### config.mk
export PLATFORM = sky130hd
export DESIGN_NAME = imm_gen_pipe
export DESIGN_NICKNAME = d
export VERILOG_FILES = /design/src/rtl/imm_gen_pipe_pkg.sv /design/src/rtl/imm_gen_pipe_decode.sv /design/src/rtl/imm_gen_pipe.sv
export SDC_FILE = /design/constraint.sdc
export NUM_CORES = 1
export LEC_CHECK = 0
export BUFFER_PORTS_ARGS = -buffer_cell sky130_fd_sc_hd__buf_2
export CAP_MARGIN = 10
export CORE_ASPECT_RATIO = 1.2
export CORE_MARGIN = 5
export CORE_UTILIZATION = 49
export CTS_CLUSTER_SIZE = 30
export DETAILED_ROUTE_END_ITERATION = 8
export PLACE_DENSITY_LB_ADDON = 0.25
export SLEW_MARGIN = 20
export SYNTH_ARGS = -nofsm -noshare
export SYNTH_HDL_FRONTEND = slang
export SYNTH_SLANG_ARGS = --single-unit
### constraint.sdc
create_clock -name clk -period 1.79 [get_ports clk]
set_input_delay 0.358 -clock clk [delete_from_list [all_inputs] [get_ports clk]]
set_output_delay 0.358 -clock clk [all_outputs]
set_load 0.02 [all_outputs]
### src/rtl/imm_gen_pipe_pkg.sv
// rtl/imm_gen_pipe_pkg.sv - opcodes, format codes, occupancy states and XLEN helper
package imm_gen_pipe_pkg;

    localparam logic [6:0] OPC_OP        = 7'b0110011;
    localparam logic [6:0] OPC_OP_IMM    = 7'b0010011;
    localparam logic [6:0] OPC_OP_IMM_32 = 7'b0011011;
    localparam logic [6:0] OPC_LOAD      = 7'b0000011;
    localparam logic [6:0] OPC_JALR      = 7'b1100111;
    localparam logic [6:0] OPC_FENCE     = 7'b0001111;
    localparam logic [6:0] OPC_STORE     = 7'b0100011;
    localparam logic [6:0] OPC_BRANCH    = 7'b1100011;
    localparam logic [6:0] OPC_LUI       = 7'b0110111;
    localparam logic [6:0] OPC_AUIPC     = 7'b0010111;
    localparam logic [6:0] OPC_JAL       = 7'b1101111;
    localparam logic [6:0] OPC_SYSTEM    = 7'b1110011;

    typedef enum logic [2:0] {
        FMT_NONE = 3'd0,
        FMT_I    = 3'd1,
        FMT_S    = 3'd2,
        FMT_B    = 3'd3,
        FMT_U    = 3'd4,
        FMT_J    = 3'd5,
        FMT_Z    = 3'd6,
        FMT_SH   = 3'd7
    } imm_fmt_e;

    typedef enum logic [1:0] {
        OCC_EMPTY = 2'd0,
        OCC_ONE   = 2'd1,
        OCC_TWO   = 2'd2
    } occ_state_e;

    function automatic bit xlen_legal(input int xlen);
        return (xlen == 32) || (xlen == 64);
    endfunction

endpackage

### src/rtl/imm_gen_pipe_decode.sv
// rtl/imm_gen_pipe_decode.sv - combinational instruction to immediate/format/illegal decoder
module imm_decode_comb
    import imm_gen_pipe_pkg::*;
#(
    parameter int XLEN = 32
) (
    input  logic [31:0]     instr,
    output logic [XLEN-1:0] imm,
    output logic [2:0]      fmt,
    output logic            illegal
);

    localparam bit RV64 = (XLEN == 64);

    logic [6:0]  opcode;
    logic [2:0]  funct3;
    logic        is_shift;
    logic [31:0] i_imm;
    logic [31:0] v;

    assign opcode   = instr[6:0];
    assign funct3   = instr[14:12];
    assign is_shift = (funct3[1:0] == 2'b01);
    assign i_imm    = {{20{instr[31]}}, instr[31:20]};

    // Build a 32-bit value (already sign- or zero-extended) and the format per opcode
    always_comb begin
        v       = 32'd0;
        fmt     = FMT_NONE;
        illegal = 1'b0;
        if (instr[1:0] != 2'b11) begin
            illegal = 1'b1;
        end else begin
            case (opcode)
                OPC_OP: begin
                    fmt = FMT_NONE;
                end
                OPC_OP_IMM: begin
                    if (is_shift) begin
                        fmt = FMT_SH;
                        if (RV64) begin
                            v = {26'd0, instr[25:20]};
                        end else begin
                            v       = {27'd0, instr[24:20]};
                            illegal = instr[25];
                        end
                    end else begin
                        fmt = FMT_I;
                        v   = i_imm;
                    end
                end
                OPC_OP_IMM_32: begin
                    if (!RV64) begin
                        illegal = 1'b1;
                    end else if (is_shift) begin
                        fmt     = FMT_SH;
                        v       = {27'd0, instr[24:20]};
                        illegal = instr[25];
                    end else begin
                        fmt = FMT_I;
                        v   = i_imm;
                    end
                end
                OPC_LOAD, OPC_JALR, OPC_FENCE: begin
                    fmt = FMT_I;
                    v   = i_imm;
                end
                OPC_STORE: begin
                    fmt = FMT_S;
                    v   = {{20{instr[31]}}, instr[31:25], instr[11:7]};
                end
                OPC_BRANCH: begin
                    fmt = FMT_B;
                    v   = {{19{instr[31]}}, instr[31], instr[7], instr[30:25], instr[11:8], 1'b0};
                end
                OPC_LUI, OPC_AUIPC: begin
                    fmt = FMT_U;
                    v   = {instr[31:12], 12'd0};
                end
                OPC_JAL: begin
                    fmt = FMT_J;
                    v   = {{11{instr[31]}}, instr[31], instr[19:12], instr[20], instr[30:21], 1'b0};
                end
                OPC_SYSTEM: begin
                    if (funct3 == 3'b101 || funct3 == 3'b110 || funct3 == 3'b111) begin
                        fmt = FMT_Z;
                        v   = {27'd0, instr[19:15]};
                    end else begin
                        fmt = FMT_I;
                        v   = i_imm;
                    end
                end
                default: begin
                    illegal = 1'b1;
                end
            endcase
        end
    end

    // Zero-extended values have bit 31 clear, so one sign extension covers both cases
    assign imm = {{(XLEN-31){v[31]}}, v[30:0]};

endmodule

### src/rtl/imm_gen_pipe.sv
// rtl/imm_gen_pipe.sv - registered immediate generator with two-entry skid buffer
module imm_gen_pipe
    import imm_gen_pipe_pkg::*;
#(
    parameter int XLEN  = 32,
    parameter int TAG_W = 8
) (
    input  logic             clk,
    input  logic             rst_n,
    input  logic             flush,
    input  logic             in_valid,
    output logic             in_ready,
    input  logic [31:0]      in_instr,
    input  logic [TAG_W-1:0] in_tag,
    output logic             out_valid,
    input  logic             out_ready,
    output logic [XLEN-1:0]  out_imm,
    output logic [2:0]       out_fmt,
    output logic             out_illegal,
    output logic [TAG_W-1:0] out_tag
);

    if (!xlen_legal(XLEN)) begin : g_bad_xlen
        $error("imm_gen_pipe: XLEN must be 32 or 64");
    end

    logic [XLEN-1:0]  dec_imm;
    logic [2:0]       dec_fmt;
    logic             dec_illegal;

    logic [XLEN-1:0]  skid_imm;
    logic [2:0]       skid_fmt;
    logic             skid_illegal;
    logic [TAG_W-1:0] skid_tag;

    occ_state_e state_q;
    occ_state_e state_d;
    logic       accept;
    logic       drain;
    logic       load_main;
    logic       load_skid;
    logic       skid_to_main;

    imm_decode_comb #(.XLEN(XLEN)) u_decode (
        .instr   (in_instr),
        .imm     (dec_imm),
        .fmt     (dec_fmt),
        .illegal (dec_illegal)
    );

    assign accept = in_valid && in_ready;
    assign drain  = out_valid && out_ready;

    assign load_main    = !flush && accept &&
                          ((state_q == OCC_EMPTY) || (state_q == OCC_ONE && drain));
    assign load_skid    = !flush && accept && (state_q == OCC_ONE) && !drain;
    assign skid_to_main = !flush && drain && (state_q == OCC_TWO);

    // Next occupancy from accept/drain; flush overrides every other event
    always_comb begin
        state_d = state_q;
        case (state_q)
            OCC_EMPTY: if (accept) state_d = OCC_ONE;
            OCC_ONE: begin
                if (accept && !drain)      state_d = OCC_TWO;
                else if (!accept && drain) state_d = OCC_EMPTY;
            end
            OCC_TWO:   if (drain) state_d = OCC_ONE;
            default:   state_d = OCC_EMPTY;
        endcase
        if (flush) state_d = OCC_EMPTY;
    end

    // Occupancy register; valid/ready are flopped from the next state so they never glitch
    always_ff @(posedge clk or negedge rst_n) begin
        if (!rst_n) begin
            state_q   <= OCC_EMPTY;
            out_valid <= 1'b0;
            in_ready  <= 1'b1;
        end else begin
            state_q   <= state_d;
            out_valid <= (state_d != OCC_EMPTY);
            in_ready  <= (state_d != OCC_TWO);
        end
    end

    // Main entry drives the outputs; refilled from the decoder or from the skid entry
    always_ff @(posedge clk or negedge rst_n) begin
        if (!rst_n) begin
            out_imm     <= '0;
            out_fmt     <= FMT_NONE;
            out_illegal <= 1'b0;
            out_tag     <= '0;
        end else if (load_main) begin
            out_imm     <= dec_imm;
            out_fmt     <= dec_fmt;
            out_illegal <= dec_illegal;
            out_tag     <= in_tag;
        end else if (skid_to_main) begin
            out_imm     <= skid_imm;
            out_fmt     <= skid_fmt;
            out_illegal <= skid_illegal;
            out_tag     <= skid_tag;
        end
    end

    // Skid entry catches an accept while the main entry is stalled
    always_ff @(posedge clk or negedge rst_n) begin
        if (!rst_n) begin
            skid_imm     <= '0;
            skid_fmt     <= FMT_NONE;
            skid_illegal <= 1'b0;
            skid_tag     <= '0;
        end else if (load_skid) begin
            skid_imm     <= dec_imm;
            skid_fmt     <= dec_fmt;
            skid_illegal <= dec_illegal;
            skid_tag     <= in_tag;
        end
    end

endmodule

==> results of run 1 <==
[placed cells by master (no fill, tap or decap), types with 3 or more instances in the layout]
cell / count
a211oi_1: 8
a21oi_1: 40
a222oi_1: 21
a22o_1: 7
a22oi_1: 22
and2_1: 3
buf_12: 6
buf_2: 89
buf_4: 64
buf_6: 6
clkbuf_8: 10
dfrtp_1: 91
inv_1: 12
nand2_1: 79
nand2b_1: 3
nand3_1: 4
nand3b_1: 5
nor2_1: 35
nor2b_1: 5
nor3_1: 3
o21ai_0: 29
o21ai_1: 8
o32ai_1: 3
[worst min-delay path: stages]
cell and delay [ns]:
buf_2 0.09, nand2_1 0.04, nand2_1 0.05
[logic make-up (layout without fill, tap and decap cells)]
kind of cell    Yosys count  in the layout
xor+xnor                  1              1
flops                    92             92
simple gates            155            155
compound gates          163            163
mux                       4              4
buf+inv                  49            196
[layer usage]
metal	GRT usage (%)	vias up	share of wire, %
met5	0	-	0
met4	10.63	0	3.1
met3	2.836	30	5.5
met2	40.81	163	50
met1	31.53	2045	41
li1	-	1973	-
[sequential cells by signal, indices dropped and copies added, names as in the netlist]
name and cells:
out_illegal 1, skid_imm 32, skid_fmt 3, skid_tag 8, skid_illegal 1, out_imm 32, out_fmt 3, out_tag 8
in_ready 1, state_q 2, out_valid 1
[layout make-up]
cell class | instances | area (um^2)
Clock buffer | 12 | 145.1
Timing Repair Buffer | 169 | 1189
Multi-Input combinational cell | 323 | 1927
Inverter | 12 | 45.04
Clock inverter | 3 | 47.55
Fill cell | 729 | 2854
Sequential cell | 92 | 2303
Tap cell | 117 | 146.4
[power by group through the flow]
| stage | registers [mW] | logic (mW) | clock network [mW] |
|---|---|---|---|
| floorplan | 2.90 | 0.624 | 0 |
| detailed placement | 2.83 | 1.27 | 0 |
| finish | 2.79 | 1.33 | 1.40 |
| CTS | 2.79 | 1.28 | 1.43 |
| global placement | 2.80 | 1.22 | 0 |
| global route | 2.84 | 1.48 | 1.52 |
[cell usage after synthesis (2+ instances only)]
master	number	area (um^2)
nor2b_1	5	31.28
mux2_2	2	22.52
buf_4	2	15.01
o32ai_1	3	26.28
o21ai_0	38	190.2
nand3b_1	5	37.54
a31oi_1	2	12.51
a21o_1	2	15.01
o21a_1	2	15.01
a22oi_1	22	165.2
nand3_1	5	25.02
a22o_1	7	61.31
dfrtp_1	91	2277
a21oi_1	41	205.2
inv_1	12	45.04
nand2_1	80	300.3
a222oi_1	21	210.2
nor3_1	3	15.01
and3b_1	2	17.52
mux2i_1	2	20.02
and2_1	4	25.02
a211oi_1	9	67.56
nor2_1	36	135.1
buf_2	16	80.08
clkbuf_1	18	67.56
o22ai_1	2	12.51
and3_1	2	12.51
nor3_2	2	20.02
nand2b_1	3	18.77
and4b_1	2	20.02
a311oi_1	2	17.52
[through the flow]
step	total power [mW]	setup TNS, ns	cells	cell area, um^2
after floorplan	3.522	-0.6932	464	4410
after global placement	4.015	-6.994	703	5420
after detailed placement	4.095	-7.832	703	5420
after CTS	5.492	-0.009603	720	5645
after global routing	5.836	-4.019	728	5803
final	5.521	-0.1560	728	5803
[worst min path at each step]
stage / from / end / slack, ns / cells after the start
3_5_place_dp: rst_n / out_imm[7] / 0.36 / 1
3_3_place_gp: rst_n / out_imm[27] / 0.36 / 1
4_1_cts: in_tag[5] / skid_tag[5] / 0.20 / 3
2_1_floorplan: rst_n / out_fmt[0] / 0.06 / 0
5_1_grt: in_tag[1] / skid_tag[1] / 0.21 / 3
6_report: in_tag[5] / skid_tag[5] / 0.21 / 3
[what timing repair did]
item | in CTS | in global routing
hold endpoints to repair | 35 | 0
buffers inserted | 0 | 6
endpoints found under the setup margin | 25 | 63
gates resized for setup | 6 | 23
hold buffers | 1 | 0
pin swaps | 4 | 11
gates cloned | 1 | 2
==> impl_metrics.toml, run 1 <==
[status]
outcome = "finished with violations"
failed_checks = "setup timing"

[drt]
routed_via_density = 5.784
drt_iter0_drc = 395
vias = 4211
drtPass1Iterations = 7
ant_nets = 0
wl_per_cell_um = 17.96
post-route-drc-count = 0
postRouteWirelength_um = 13070

[setup_path]
worstSetupEndpoint = "out_imm[29]"
cp_top_family = "compound AO/OA/AOI/OAI gates"
arrival_ns = 2.08
slowest_stage = "dfstp_2"
crit_cells = 6
cp_max_fo = 31
worstSetupStartpointType = "register"
cp.required_ns = 2.03
reg2reg_from = "in_ready"
max_stage_delay_ns = 0.54
crit_type = "reg2reg"
r2r_end = "out_imm[29]"
ff2ff_path_depth = 6
crit_start = "in_ready"
setup.reg_to_reg.worst_slack_ns = -0.05
cp-end-kind = "register"
crit_chain = "nand3b_1, a21oi_2, o21bai_4, buf_12, a222oi_1, nand2_1"
crit_buf_inv = 1

[layout]
antenna_cells = 0
area.growth.synth_to_final_pct = 32.74
final_nets = 652
fin_util_pct = 67.03
drive_above_1_share_pct = 32.57

[synth]
yosysUniqueCellTypes = 52
synthMuxAreaShare_pct = 0.9731
ys_async_sr_fraction_pct = 100.0
netlist_instances = 464
yosysSeqAreaShare_pct = 52.69
ys_ff_latch = 92
synth_compound_area_share_pct = 25.27
synth-simple-area-share_pct = 16.03
synth_area_mm2 = 0.004372
synthAdderAreaFrac_pct = 0
ys_warn_count = 0
syn_nets = 509
synth_edf_count = 0
synth_top_family_by_area = "compound AO/OA/AOI/OAI gates"
synthXorXnorAreaFrac_pct = 0.2003
syn_area_per_cell_um2 = 9.422
synth_ff_type = "dfrtp_1"

[sta]
fin_crit_sh_pct = 102.8
max_freq_ghz = 0.5436
rsz0062_at_grt = "true"
min_period_ns = 1.840
worstMarginPinSlew_ns = 0.4849
fin_ws_ns = -0.04954
slew_violations = 0
final-setup-viol-count = 9
worst_hold_slack_ns = 0.2068
timing.final.hold_violations = 0
fin_skew_ns = 0.006388
relSlewSlack_pct = 66.84

[placement]
numPortBuffers = 90
dpl_worst_slack_ns = -0.2031
place_congestion = 0.9301
dp_hpwl_um = 9253

[clock_tree]
clk_latency_ns = 0.36
path_clk_slew_ns = 0.09
cts_htree_levels = 3
clock_path_buffers = 2
cts_buffers = 9
cts_tree = "done"
ctsRootBufferMaster = "clkbuf_8"
cts_sinks = 92

[power]
ir_worst_vdd_mv = 0.4274
switching_power_mw = 1.738
power_frac_seq_pct = 50.6
p_int_mw = 3.783
p_per_area_mw_per_mm2 = 951.4
cellLeakagePower_nw = 2.890
swShare_pct = 31.48
power_frac_comb_pct = 24.1
p_clk_share_pct = 25.3

[die]
fp-row-count = 37
die_h_um = 113.5
io_pins = 91
start_util_pct = 50.50
die_w_um = 96.23
die_area_mm2 = 0.01092
core_mm2 = 0.008657

[global_routing]
grt_pass1_wl_um = 20770
grt_usage_pct = 24.39
gr-total-overflow = 0
grt_pass1_vias = 4214
grt_start_max_net_pins = 43
antenna_found_initial = 0

[worst_hold_path]
hold_path_class = "in2reg"

[job]
drv_cap = 0
Power figures use the tool's default switching activity.
==> inputs of run 2 (changes only) <==
--- a/config.mk
+++ b/config.mk
@@ -9,7 +9,8 @@
 export CAP_MARGIN = 10
 export CORE_ASPECT_RATIO = 1.2
 export CORE_MARGIN = 5
-export CORE_UTILIZATION = 49
+export CORE_UTILIZATION = 51
+export CTS_BUF_LIST = sky130_fd_sc_hd__clkbuf_4 sky130_fd_sc_hd__clkbuf_8
 export CTS_CLUSTER_SIZE = 30
 export DETAILED_ROUTE_END_ITERATION = 8
 export PLACE_DENSITY_LB_ADDON = 0.25
==> run 2 against run 1 <==
The flow still finishes with violations (setup timing). Sequential cell count unchanged. Power is 3.0% higher. Die area down 3.6%. Worst setup slack gained 0.027 ns. Critical path depth up 1. Routed wire length decreased by 5.2%. Final area decreased by 0.56%. Final cell count is 0.69% lower. Sequential share of layout area up 0.22 points. Worst hold slack got worse by 0.021 ns. Sequential power hardly changed. Critical path type unchanged. Critical endpoint is now out_imm[28]. Largest cell class unchanged.
==> impl_metrics.toml, run 2 (same netlist as run 1, synthesis figures left out) <==
[global_routing]
grtUsageMet3_pct = 4.662
use_met2_pct = 40.72
busiest_layer = "met2"
antenna_found_initial = 0
gr-total-overflow = 0
grt_pass1_wl_um = 20090
grt_util_met1_pct = 30.60
grt_usage_pct = 24.13
grt_start_max_net_pins = 55
grt_pass1_vias = 4144

[clock_tree]
clk_latency_ns = 0.37
ctsRootBufferMaster = "clkbuf_8"
cts_buffers = 9
cts_tree = "done"
cts_sinks = 92
path_clk_slew_ns = 0.09
clock_path_buffers = 2
cts_htree_levels = 3

[setup_path]
cp_top_family = "compound AO/OA/AOI/OAI gates"
cp.required_ns = 2.04
worstSetupStartpointType = "register"
arrival_ns = 2.06
max_stage_delay_ns = 0.55
cp-end-kind = "register"
cp_max_fo = 10
crit_chain = "nand3b_1, buf_6, a21oi_4, o21bai_4, buf_12, a222oi_1, nand2_1"
crit_buf_inv = 2
slowest_stage = "dfstp_2"
crit_type = "reg2reg"

[drt]
post-route-drc-count = 0
drtPass1Iterations = 8
drt_iter0_drc = 403
postRouteWirelength_um = 12390
vias = 4144
wl_per_cell_um = 17.13
routed_via_density = 5.732
ant_nets = 0

[layout]
stdcell_count = 723
antenna_cells = 0
multi_input_area_mm2 = 0.001923
reg.largest.list = "out_imm (32), skid_imm (32)"
final_nets = 646
mostFrequentLayoutCell = "dfrtp_1"
drive_above_1_share_pct = 32.01
final_cell_mix = "91 x dfrtp_1, 89 x buf_2, 79 x nand2_1"
n_fill_cell = 687
seqCellArea_mm2 = 0.002303
area.growth.synth_to_final_pct = 32.00
final_area_mm2 = 0.005771

[sta]
fin_crit_sh_pct = 101.2
setup_tns_ns = -0.02234
fin_skew_ns = 0.009030
final-setup-viol-count = 1
min_period_ns = 1.812
relSlewSlack_pct = 66.48
worstMarginPinSlew_ns = 0.4975
rsz0062_at_grt = "true"
fin_ws_ns = -0.02234
max_freq_ghz = 0.5518
slew_violations = 0
timing.final.hold_violations = 0

[status]
outcome = "finished with violations"
failed_checks = "setup timing"

[die]
io_pins = 91
die_h_um = 111.4
fp-row-count = 37
core_mm2 = 0.008472
start_util_pct = 51.60
die_w_um = 94.52
die_area_mm2 = 0.01053

[placement]
place_area_mm2 = 0.005438
placed_cells = 702
numPortBuffers = 90
place_congestion = 0.9008
dp_hpwl_um = 8989

[power]
p_per_area_mw_per_mm2 = 985.1
finalPower_mw = 5.684
cellLeakagePower_nw = 2.873
ir_worst_vdd_mv = 0.4412

[job]
drv_cap = 0

[worst_hold_path]
hold_path_class = "in2reg"
[run 2: where the power goes]
group	leakage, nW	internal [mW]	switching [mW]
combinational	1.55	0.553	0.730
clock	0.120	0.868	0.744
sequential	1.20	2.53	0.262
[run 2: cell type report]
class | instances | area share (%)
inverters | 12 | 0.7806
multi-input cells | 323 | 33.33
flip-flops and latches | 92 | 39.92
clock buffers | 11 | 2.624
clock inverters | 5 | 1.431
well taps | 117 | 2.537
repair buffers | 163 | 19.38
[run 2: layer usage]
layer	vias to the layer above	part of all wire (%)	routed length, um
met5	-	0	0
met2	151	51	6357
met4	0	2.0	251
li1	1957	-	-
met1	2019	41	5037
met3	17	6.0	742
[run 2: worst paths after layout]
path	start	endpoint	slack, ns	cells past startpoint
min reg2reg	skid_tag[1]	skid_tag[1]	0.49	2
min	in_tag[1]	skid_tag[1]	0.19	3
max in group asynchronous	rst_n	skid_imm[15]	0.74	3
min in group asynchronous	rst_n	out_imm[27]	0.44	2
max reg2reg	in_ready	out_imm[28]	-0.02	7
max	in_ready	out_imm[28]	-0.02	7
[run 2: worst register-to-register path, cell delays in order (launching register included)]
cell	delay (ns)
dfstp_2	0.55
nand3b_1	0.10
buf_6	0.15
a21oi_4	0.15
o21bai_4	0.13
buf_12	0.16
a222oi_1	0.34
nand2_1	0.11
[run 2: timing repair]
item | CTS | global route
endpoints found under the hold margin | 23 | 0
gates resized for setup | 4 | 14
buffers inserted | 2 | 1
gates cloned | 0 | 1
setup endpoints to repair | 21 | 43
hold buffers | 1 | 0
pin swaps | 5 | 10
[run 2: through the flow]
| step | setup slack (ns) | hold WS (ns) | util [%] |
|---|---|---|---|
| after detailed placement | -0.1710 | 0.3000 | 64.19 |
| final | -0.02234 | 0.1858 | 68.11 |
| after floorplan | -0.04369 | 0.06241 | - |
| after global routing | -0.1254 | 0.1830 | 68.11 |
| after global placement | -0.1921 | 0.2903 | 64.19 |
| after CTS | -0.03544 | 0.1694 | 67.42 |
